**config.mk**
```make
export PLATFORM = sky130hd
export DESIGN_NAME = mem_access_unit
export DESIGN_NICKNAME = d
export VERILOG_FILES = /design/src/rtl/mem_access_unit_pkg.sv /design/src/rtl/mem_access_unit_ls_data_align.sv /design/src/rtl/mem_access_unit.sv
export SDC_FILE = /design/constraint.sdc
export NUM_CORES = 1
export LEC_CHECK = 0
export CORE_MARGIN = 2
export CORE_UTILIZATION = 45
export CTS_BUF_LIST = sky130_fd_sc_hd__clkbuf_8
export CTS_CLUSTER_SIZE = 28
export DETAILED_ROUTE_END_ITERATION = 12
export PLACE_DENSITY = 0.83
export SYNTH_ARGS = -nofsm -noshare
export SYNTH_HDL_FRONTEND = slang
export SYNTH_SLANG_ARGS = --single-unit
```
**constraint.sdc**
```tcl
create_clock -name clk -period 2.5 [get_ports clk]
set_input_delay 0.625 -clock clk [delete_from_list [all_inputs] [get_ports clk]]
set_output_delay 0.625 -clock clk [all_outputs]
set_load 0.05 [all_outputs]
```
**src/rtl/mem_access_unit_pkg.sv**
```systemverilog
// Shared load/store decode types, LSU state encoding and bus transfer-size codes.
package mem_access_unit_pkg;
   typedef enum logic [2:0] {
      LS_NONE    = 3'd0,
      LS_BTYE    = 3'd1,
      LS_BTYE_U  = 3'd2,
      LS_HALFW   = 3'd3,
      LS_HALFW_U = 3'd4,
      LS_WORD    = 3'd5
   } ls_flag_t;

   typedef enum logic [1:0] {
      LSU_IDLE = 2'd0,
      LSU_REQ  = 2'd1,
      LSU_WAIT = 2'd2,
      LSU_DONE = 2'd3
   } lsu_state_t;

   localparam logic [2:0] MSIZE1 = 3'd0;
   localparam logic [2:0] MSIZE2 = 3'd1;
   localparam logic [2:0] MSIZE4 = 3'd2;
endpackage

```
**src/rtl/mem_access_unit_ls_data_align.sv**
```systemverilog
// Combinational lane steering: store strobe/replicated data/size, and load extraction with extension.
module ls_data_align
   import mem_access_unit_pkg::*;
(
   input  ls_flag_t    st_flag,
   input  logic [1:0]  st_off,
   input  logic [31:0] wdata,
   output logic [3:0]  st_strobe,
   output logic [31:0] st_data,
   output logic [2:0]  st_size,
   input  ls_flag_t    ld_flag,
   input  logic [1:0]  ld_off,
   input  logic [31:0] raw,
   output logic [31:0] ld_data
);
   logic [7:0]  lane_b;
   logic [15:0] lane_h;

   always_comb begin
      st_strobe = 4'b0000;
      st_data   = wdata;
      st_size   = MSIZE4;
      case (st_flag)
         LS_BTYE, LS_BTYE_U: begin
            st_strobe = 4'b0001 << st_off;
            st_data   = {4{wdata[7:0]}};
            st_size   = MSIZE1;
         end
         LS_HALFW, LS_HALFW_U: begin
            st_strobe = 4'b0011 << {st_off[1], 1'b0};
            st_data   = {2{wdata[15:0]}};
            st_size   = MSIZE2;
         end
         LS_WORD: st_strobe = 4'b1111;
         default: st_strobe = 4'b0000;
      endcase
   end

   // Halfword lane ignores addr[0]; unaligned halfwords fall back to the containing half.
   assign lane_b = raw[{ld_off, 3'b000} +: 8];
   assign lane_h = raw[{ld_off[1], 4'b0000} +: 16];

   always_comb begin
      ld_data = raw;
      case (ld_flag)
         LS_BTYE:    ld_data = {{24{lane_b[7]}}, lane_b};
         LS_BTYE_U:  ld_data = {24'b0, lane_b};
         LS_HALFW:   ld_data = {{16{lane_h[15]}}, lane_h};
         LS_HALFW_U: ld_data = {16'b0, lane_h};
         default:    ld_data = raw;
      endcase
   end
endmodule

```
**src/rtl/mem_access_unit.sv**
```systemverilog
// Memory-stage LSU: one dbus transaction per load/store, stalls the pipe until the registered result.
// Optional LSU_ALIGN_CHECK_EN: misaligned halfword/word accesses raise misalign instead of issuing.
module mem_access_unit
   import mem_access_unit_pkg::*;
(
   input  logic        clk,
   input  logic        reset,
   input  logic        in_valid,
   input  ls_flag_t    ls_flag,
   input  logic        mem_write_en,
   input  logic [31:0] addr,
   input  logic [31:0] wdata,
   output logic        stall,
   output logic        done,
   output logic [31:0] rdata,
   output logic        misalign,
   output logic        dreq_valid,
   output logic [31:0] dreq_addr,
   output logic [2:0]  dreq_size,
   output logic [3:0]  dreq_strobe,
   output logic [31:0] dreq_data,
   input  logic        dresp_addr_ok,
   input  logic        dresp_data_ok,
   input  logic [31:0] dresp_data
);
   lsu_state_t  state;
   ls_flag_t    req_flag;
   logic        req_write;
   logic        misalign_cond;
   logic        start;
   logic [3:0]  al_strobe;
   logic [31:0] al_data;
   logic [2:0]  al_size;
   logic [31:0] ld_ext;

`ifdef LSU_ALIGN_CHECK_EN
   assign misalign_cond = in_valid && (ls_flag != LS_NONE) &&
                          ((((ls_flag == LS_HALFW) || (ls_flag == LS_HALFW_U)) && addr[0]) ||
                           ((ls_flag == LS_WORD) && (addr[1:0] != 2'b00)));
   assign misalign = (state == LSU_IDLE) && misalign_cond;
`else
   assign misalign_cond = 1'b0;
   assign misalign      = 1'b0;
`endif

   assign start = in_valid && (ls_flag != LS_NONE) && !misalign_cond;
   // Stall covers the data_ok cycle too: the result is only visible once registered.
   assign stall = (state == LSU_REQ) || (state == LSU_WAIT) || ((state == LSU_IDLE) && start);

   ls_data_align u_align (
      .st_flag   (ls_flag),
      .st_off    (addr[1:0]),
      .wdata     (wdata),
      .st_strobe (al_strobe),
      .st_data   (al_data),
      .st_size   (al_size),
      .ld_flag   (req_flag),
      .ld_off    (dreq_addr[1:0]),
      .raw       (dresp_data),
      .ld_data   (ld_ext)
   );

   always_ff @(posedge clk) begin
      if (reset) begin
         state       <= LSU_IDLE;
         dreq_valid  <= 1'b0;
         done        <= 1'b0;
         rdata       <= 32'b0;
         dreq_addr   <= 32'b0;
         dreq_data   <= 32'b0;
         dreq_strobe <= 4'b0;
         dreq_size   <= MSIZE1;
         req_flag    <= LS_NONE;
         req_write   <= 1'b0;
      end else begin
         case (state)
            LSU_IDLE: begin
               done <= 1'b0;
               if (start) begin
                  dreq_addr   <= addr;
                  dreq_size   <= al_size;
                  dreq_strobe <= mem_write_en ? al_strobe : 4'b0000;
                  dreq_data   <= al_data;
                  req_flag    <= ls_flag;
                  req_write   <= mem_write_en;
                  dreq_valid  <= 1'b1;
                  state       <= LSU_REQ;
               end
            end
            LSU_REQ: begin
               if (dresp_addr_ok) begin
                  dreq_valid <= 1'b0;
                  if (dresp_data_ok) begin
                     if (!req_write) rdata <= ld_ext;
                     done  <= 1'b1;
                     state <= LSU_DONE;
                  end else begin
                     state <= LSU_WAIT;
                  end
               end
            end
            LSU_WAIT: begin
               if (dresp_data_ok) begin
                  if (!req_write) rdata <= ld_ext;
                  done  <= 1'b1;
                  state <= LSU_DONE;
               end
            end
            default: begin
               done  <= 1'b0;
               state <= LSU_IDLE;
            end
         endcase
      end
   end
endmodule

```
==> results of run 1 <==
[how the worst max path moves through the flow]
stage / to / slack [ns] / cells past startpoint
floorplan: stall / 0.04 / 4
global placement: stall / 0.08 / 4
detailed placement: dreq_strobe[3] / 0.04 / 6
CTS: stall / 0.06 / 4
global route: stall / 0.009 / 4
finish: stall / 0.06 / 4
[placed cells by master (no fill, tap or decap), types with 9 or more instances in the layout]
cell type / count
a211oi_1: 39
a21oi_1: 66
a311oi_1: 13
buf_4: 25
clkbuf_8: 13
clkdlybuf4s50_1: 205
dfxtp_1: 110
mux2_2: 14
mux2i_1: 42
nand2_1: 130
nand3_1: 9
nor2_1: 63
o21ai_0: 18
[final cells by class]
cell class                 count  area [sq um]  share of cell area
multi-input combinational    467          2850               0.366
timing repair buffer         234          2300               0.296
inverter                       7          26.3             0.00338
sequential                   110          2200               0.283
tap                          143           179              0.0230
clock inverter                 3          40.0             0.00515
clock buffer                  13           179              0.0230
[report_power, final]
group / switching (W) / internal (W) / total [W]
Clock: 0.000601 / 0.000571 / 0.00117
Combinational: 0.00280 / 0.00154 / 0.00434
Sequential: 0.000269 / 0.00218 / 0.00245
Total: 0.00367 / 0.00430 / 0.00797
[metrics by stage]
stage	util	std cells	area, sq um	hold slack [ns]	power [W]
final	0.678	977	7780	0.455	0.00797
after global routing	0.678	977	7780	0.476	0.00839
after CTS	0.678	977	7780	0.459	0.00799
after detailed placement	0.659	961	7560	0.444	0.00682
after global placement	0.659	961	7560	0.441	0.00671
after floorplan	-	635	5310	0.431	0.00537
[worst max-delay path: stages]
cell             delay, ns
clkdlybuf4s50_1       0.56
o311ai_4              0.34
nand2b_1              0.10
buf_4                 0.20
[kinds of logic (layout without fill, tap and decap cells)]
| logic type | after synthesis | in the layout | synth area share |
|---|---|---|---|
| other | 1 | 2 | 0.000707 |
| AND/OR/NAND/NOR | 225 | 225 | 0.176 |
| adder cells (fa/ha/maj) | 4 | 4 | 0.00944 |
| flip-flops | 110 | 110 | 0.415 |
| AO/OA/AOI/OAI | 176 | 176 | 0.225 |
| XOR/XNOR | 3 | 3 | 0.00849 |
| buffers and inverters | 58 | 257 | 0.0517 |
| multiplexers | 57 | 57 | 0.113 |
[metal layers]
metal | part of all wire | vias up | wire length [um] | track usage
met5 | 0 | - | 0 | 0
met4 | 0.028 | 0 | 453 | 0.108
met3 | 0.076 | 32 | 1260 | 0.0637
met2 | 0.49 | 223 | 7990 | 0.433
met1 | 0.41 | 2496 | 6760 | 0.314
li1 | - | 2614 | - | -
[sequential cells by signal, indices dropped and copies added, names as in the netlist, 2 cells and up]
name / count
dreq_addr: 32
dreq_data: 32
rdata: 32
dreq_strobe: 4
req_flag: 3
dreq_size: 2
state: 2
==> qor.txt, run 1 <==
hold_sp -> req_write
asr flop ratio synth -> 0
Final Max Tran Viols -> 0
die width -> 113 um
setup TNS -> 0 ns
pre-CTS setup slack -> 0.0366 ns
antenna cells -> 0
total gr overflow -> 0
TritonCTS clock tree -> built
CTS Buffer Depth -> 2
power per cell area -> 1020 nW/um^2
Max Fclk -> 409 MHz
register area share after synthesis -> 0.415
clock sinks -> 110
leakage power total -> 2.90 nW
DRT iter0 DRCs -> 390
layout cells sized above 1 -> 0.0947
WP data arrival -> 1.82 ns
final worst setup slack -> 0.0567 ns
worst hold endpoint -> req_write
# hold bufs at CTS -> 0
initial antenna violation count -> 0
worst min path class -> reg -> reg
Area Overhead vs Synth -> 46.7%
Final setup viols -> 0
reg2reg end -> rdata[17]
synthesized area -> 5300 sq um
routed wire length -> 16500 um
minimum clock period -> 2.44 ns
IO Pins -> 212
drc violations -> 0
root buf cell -> clkbuf_8
largest net degree at the start of global routing -> 69
worst path required time -> 1.88 ns
# H-tree levels -> 3
crit start category -> input port
most common cell in the synthesized netlist -> nand2_1
die height -> 113 um
RSZ-0062 raised after global routing -> no
Setup crit end kind -> primary output
postcts setup bufs -> 0
Detailed Place HPWL -> 12400 um
Area contributors post-synth -> dfxtp_1 (42%), nand2_1 (9.2%), mux2i_1 (7.9%)
fill count -> 948
critical path fanouts, max -> 5
crit path from -> ls_flag[0]
number of synthesized flops with an enable pin -> 0
drt pass-1 iters -> 4
critical path class -> in -> out
Worst R2R Path Depth -> 8
clk_skew -> 0.0114 ns
global-route wire length before repair -> 26500 um
DIE AREA -> 12700 sq um
top cells by count, synth -> nand2_1 (130), dfxtp_1 (110), a21oi_1 (66), nor2_1 (64), mux2i_1 (42)
Yosys warnings -> 0
post-CTS resize count -> 0
max cap viols -> 0
Final #Nets -> 938
R2R setup slack -> 0.35 ns
Synth area leader -> dfxtp_1
cell count after synthesis -> 634
Slew Limit Headroom -> 0.605
core area -> 11500 sq um
final antenna-violating net count -> 0
GP Congestion -> 0.922
top cell type's share of synthesized area -> 0.415
Reg2Reg Launch Point -> state[1]
library cells used by synthesis -> 54
vias in the first global route -> 5217
# rows -> 39
Tot GR Track Use -> 0.257
Peak VDD IR -> 0.815 mV
Yosys reg bits -> 110
DR vias/cell -> 5.49
Worst-Margin Slew -> 0.591 ns
Hold Path Depth -> 2
Hold Vio Cnt, Final -> 0
Final period util -> 0.977
via count -> 5365
routed len/inst -> 16.9 um
Skew-Pair Late Insertion Delay -> 0.38 ns
TritonCTS Buffers -> 9
PortBufs -> 209
status -> finished clean
Initial Util -> 0.463
top_reg_cell synth -> dfxtp_1
synthesized area per cell -> 8.37 sq um
Reg clk slew, reported paths -> 0.10 ns
Note: power is estimated with default switching activity, not from simulation.
==> run 2: changes to the inputs <==
SETUP_SLACK_MARGIN = 0.1   (was not set)
==> qor.txt, run 2 (synthesis results as in run 1) <==
DRT iter0 DRCs -> 365 (was 390)
# hold bufs at CTS -> 0 (unchanged)
Reg clk slew, reported paths -> 0.10 ns (about the same)
TritonCTS Buffers -> 9 (unchanged)
Layout Cells excl Fill -> 977 (unchanged)
fill count -> 954 (was 948)
Hold Vio Cnt, Final -> 0 (unchanged)
Worst-Margin Slew -> 0.597 ns (was 0.591 ns)
Worst R2R Path Depth -> 6 (was 8)
Final Power -> 0.00789 W (was 0.00797 W)
leakage power total -> 2.89 nW (was 2.90 nW)
Final Max Tran Viols -> 0 (unchanged)
clock sinks -> 110 (unchanged)
routed len/inst -> 16.7 um (was 16.9 um)
WP data arrival -> 1.71 ns (was 1.82 ns)
# H-tree levels -> 3 (unchanged)
# rows -> 39 (unchanged)
die width -> 113 um (unchanged)
Critical-path top delay cell -> clkdlybuf4s50_1 (unchanged)
Detailed Place HPWL -> 12300 um (was 12400 um)
drt pass-1 iters -> 6 (was 4)
Hold Path Depth -> 2 (unchanged)
power per cell area -> 1020 nW/um^2 (about the same)
drc violations -> 0 (unchanged)
slowest stage delay, CP -> 0.46 ns (was 0.56 ns)
critical path class -> in -> out (unchanged)
critical-path cell list -> clkdlybuf4s50_1 -> o311ai_4 -> nand2b_2 -> buf_4 (was clkdlybuf4s50_1 -> o311ai_4 -> nand2b_1 -> buf_4)
root buf cell -> clkbuf_8 (unchanged)
CTS Buffer Depth -> 2 (unchanged)
status -> finished clean (unchanged)
Tot GR Track Use -> 0.255 (was 0.257)
commonest non-fill, non-tap cell in the layout -> clkdlybuf4s50_1 (unchanged)
global-route wire length before repair -> 26400 um (was 26500 um)
Area Overhead vs Synth -> 46.5% (was 46.7%)
DIE AREA -> 12700 sq um (unchanged)
largest net degree at the start of global routing -> 94 (was 69)
final antenna-violating net count -> 0 (unchanged)
Initial Util -> 0.463 (unchanged)
vias in the first global route -> 5301 (was 5217)
Peak VDD IR -> 0.754 mV (was 0.815 mV)
crit start category -> input port (unchanged)
pre-CTS setup slack -> 0.0199 ns (was 0.0366 ns)
most frequent cells in the layout -> clkdlybuf4s50_1 (204), nand2_1 (130), dfxtp_1 (110) (was clkdlybuf4s50_1 (205), nand2_1 (130), dfxtp_1 (110))
critical path fanouts, max -> 3 (was 5)
routed wire length -> 16300 um (was 16500 um)
total gr overflow -> 0 (unchanged)
Final setup viols -> 0 (unchanged)
die height -> 113 um (unchanged)
TritonCTS clock tree -> built (unchanged)
Setup crit end kind -> primary output (unchanged)
setup TNS -> 0 ns (unchanged)
Slew Limit Headroom -> 0.600 (was 0.605)
clk_skew -> 0.0100 ns (was 0.0114 ns)
Max Fclk -> 428 MHz (was 409 MHz)
Final period util -> 0.934 (was 0.977)
GP Congestion -> 0.886 (was 0.922)
initial antenna violation count -> 1 (was 0)
PortBufs -> 209 (unchanged)
Skew-Pair Late Insertion Delay -> 0.37 ns (was 0.38 ns)
final worst setup slack -> 0.165 ns (was 0.0567 ns)
via count -> 5431 (was 5365)
core area -> 11500 sq um (unchanged)
IO Pins -> 212 (unchanged)
Final #Nets -> 937 (was 938)
max cap viols -> 0 (unchanged)
RSZ-0062 raised after global routing -> no (unchanged)
DR vias/cell -> 5.56 (was 5.49)
worst path required time -> 1.88 ns (about the same)
minimum clock period -> 2.33 ns (was 2.44 ns)
largest registers -> dreq_addr: 32 flops, dreq_data: 32 flops, rdata: 32 flops (unchanged)
layout cells sized above 1 -> 0.0936 (was 0.0947)
worst min path class -> reg -> reg (unchanged)
placed cell count -> 960 (was 961)
-- run 2: changes by cell type in the layout (fill, tap and decap cells not counted), sizes merged --
cell	change
clkbuf	-2
buf	-1
clkdlybuf4s50	-1
clkinv	+1
diode	+1
dlygate4sd2	+1
inv	+1
-- run 2: cell type report --
type	count	area [sq um]	area share
repair buffers	233	2310	0.297
clock buffers	11	151	0.0195
multi-input cells	467	2850	0.367
flip-flops and latches	110	2200	0.283
diodes	1	2.50	0.000322
well taps	143	179	0.0230
inverters	7	26.3	0.00338
clock inverters	5	48.8	0.00628
-- run 2: power breakdown --
| group | internal (W) | leakage [nW] | switching, W |
|---|---|---|---|
| Clock | 0.000511 | 0.110 | 0.000583 |
| Combinational | 0.00155 | 1.88 | 0.00280 |
| Sequential | 0.00218 | 0.902 | 0.000265 |
| Total | 0.00425 | 2.89 | 0.00365 |
-- run 2: final timing paths --
| kind | start | endpoint | slack, ns |
|---|---|---|---|
| min reg2reg | dreq_addr[15] | dreq_addr[15] | 0.46 |
| max reg2reg | state[1] | rdata[11] | 0.37 |
| max | ls_flag[2] | stall | 0.17 |
| min | dreq_addr[15] | dreq_addr[15] | 0.46 |
-- run 2: what timing repair did --
action,in CTS,in global routing
buffers inserted,0,0
setup endpoints to repair,1,0
resized for setup,1,0
-- run 2: per-layer routing --
metal,vias up,track usage,share of wire
met1,2567,0.302,0.41
li1,2607,-,-
met3,34,0.0675,0.078
met4,0,0.0976,0.025
met2,223,0.442,0.49
met5,-,0,0
-- run 2: critical path: cells and delay by family --
| kind | cells | cell delay [ns] |
|---|---|---|
| buffers and inverters | 2 | 0.65 |
| AO/OA/AOI/OAI | 1 | 0.35 |
| AND/OR/NAND/NOR | 1 | 0.08 |
-- run 2: stage by stage --
step	hold slack (ns)	util	cell area, sq um
2_1_floorplan	0.431	-	5310
3_3_place_gp	0.442	0.660	7570
3_5_place_dp	0.450	0.660	7570
4_1_cts	0.463	0.677	7770
5_1_grt	0.487	0.677	7770
6_report	0.461	0.678	7770
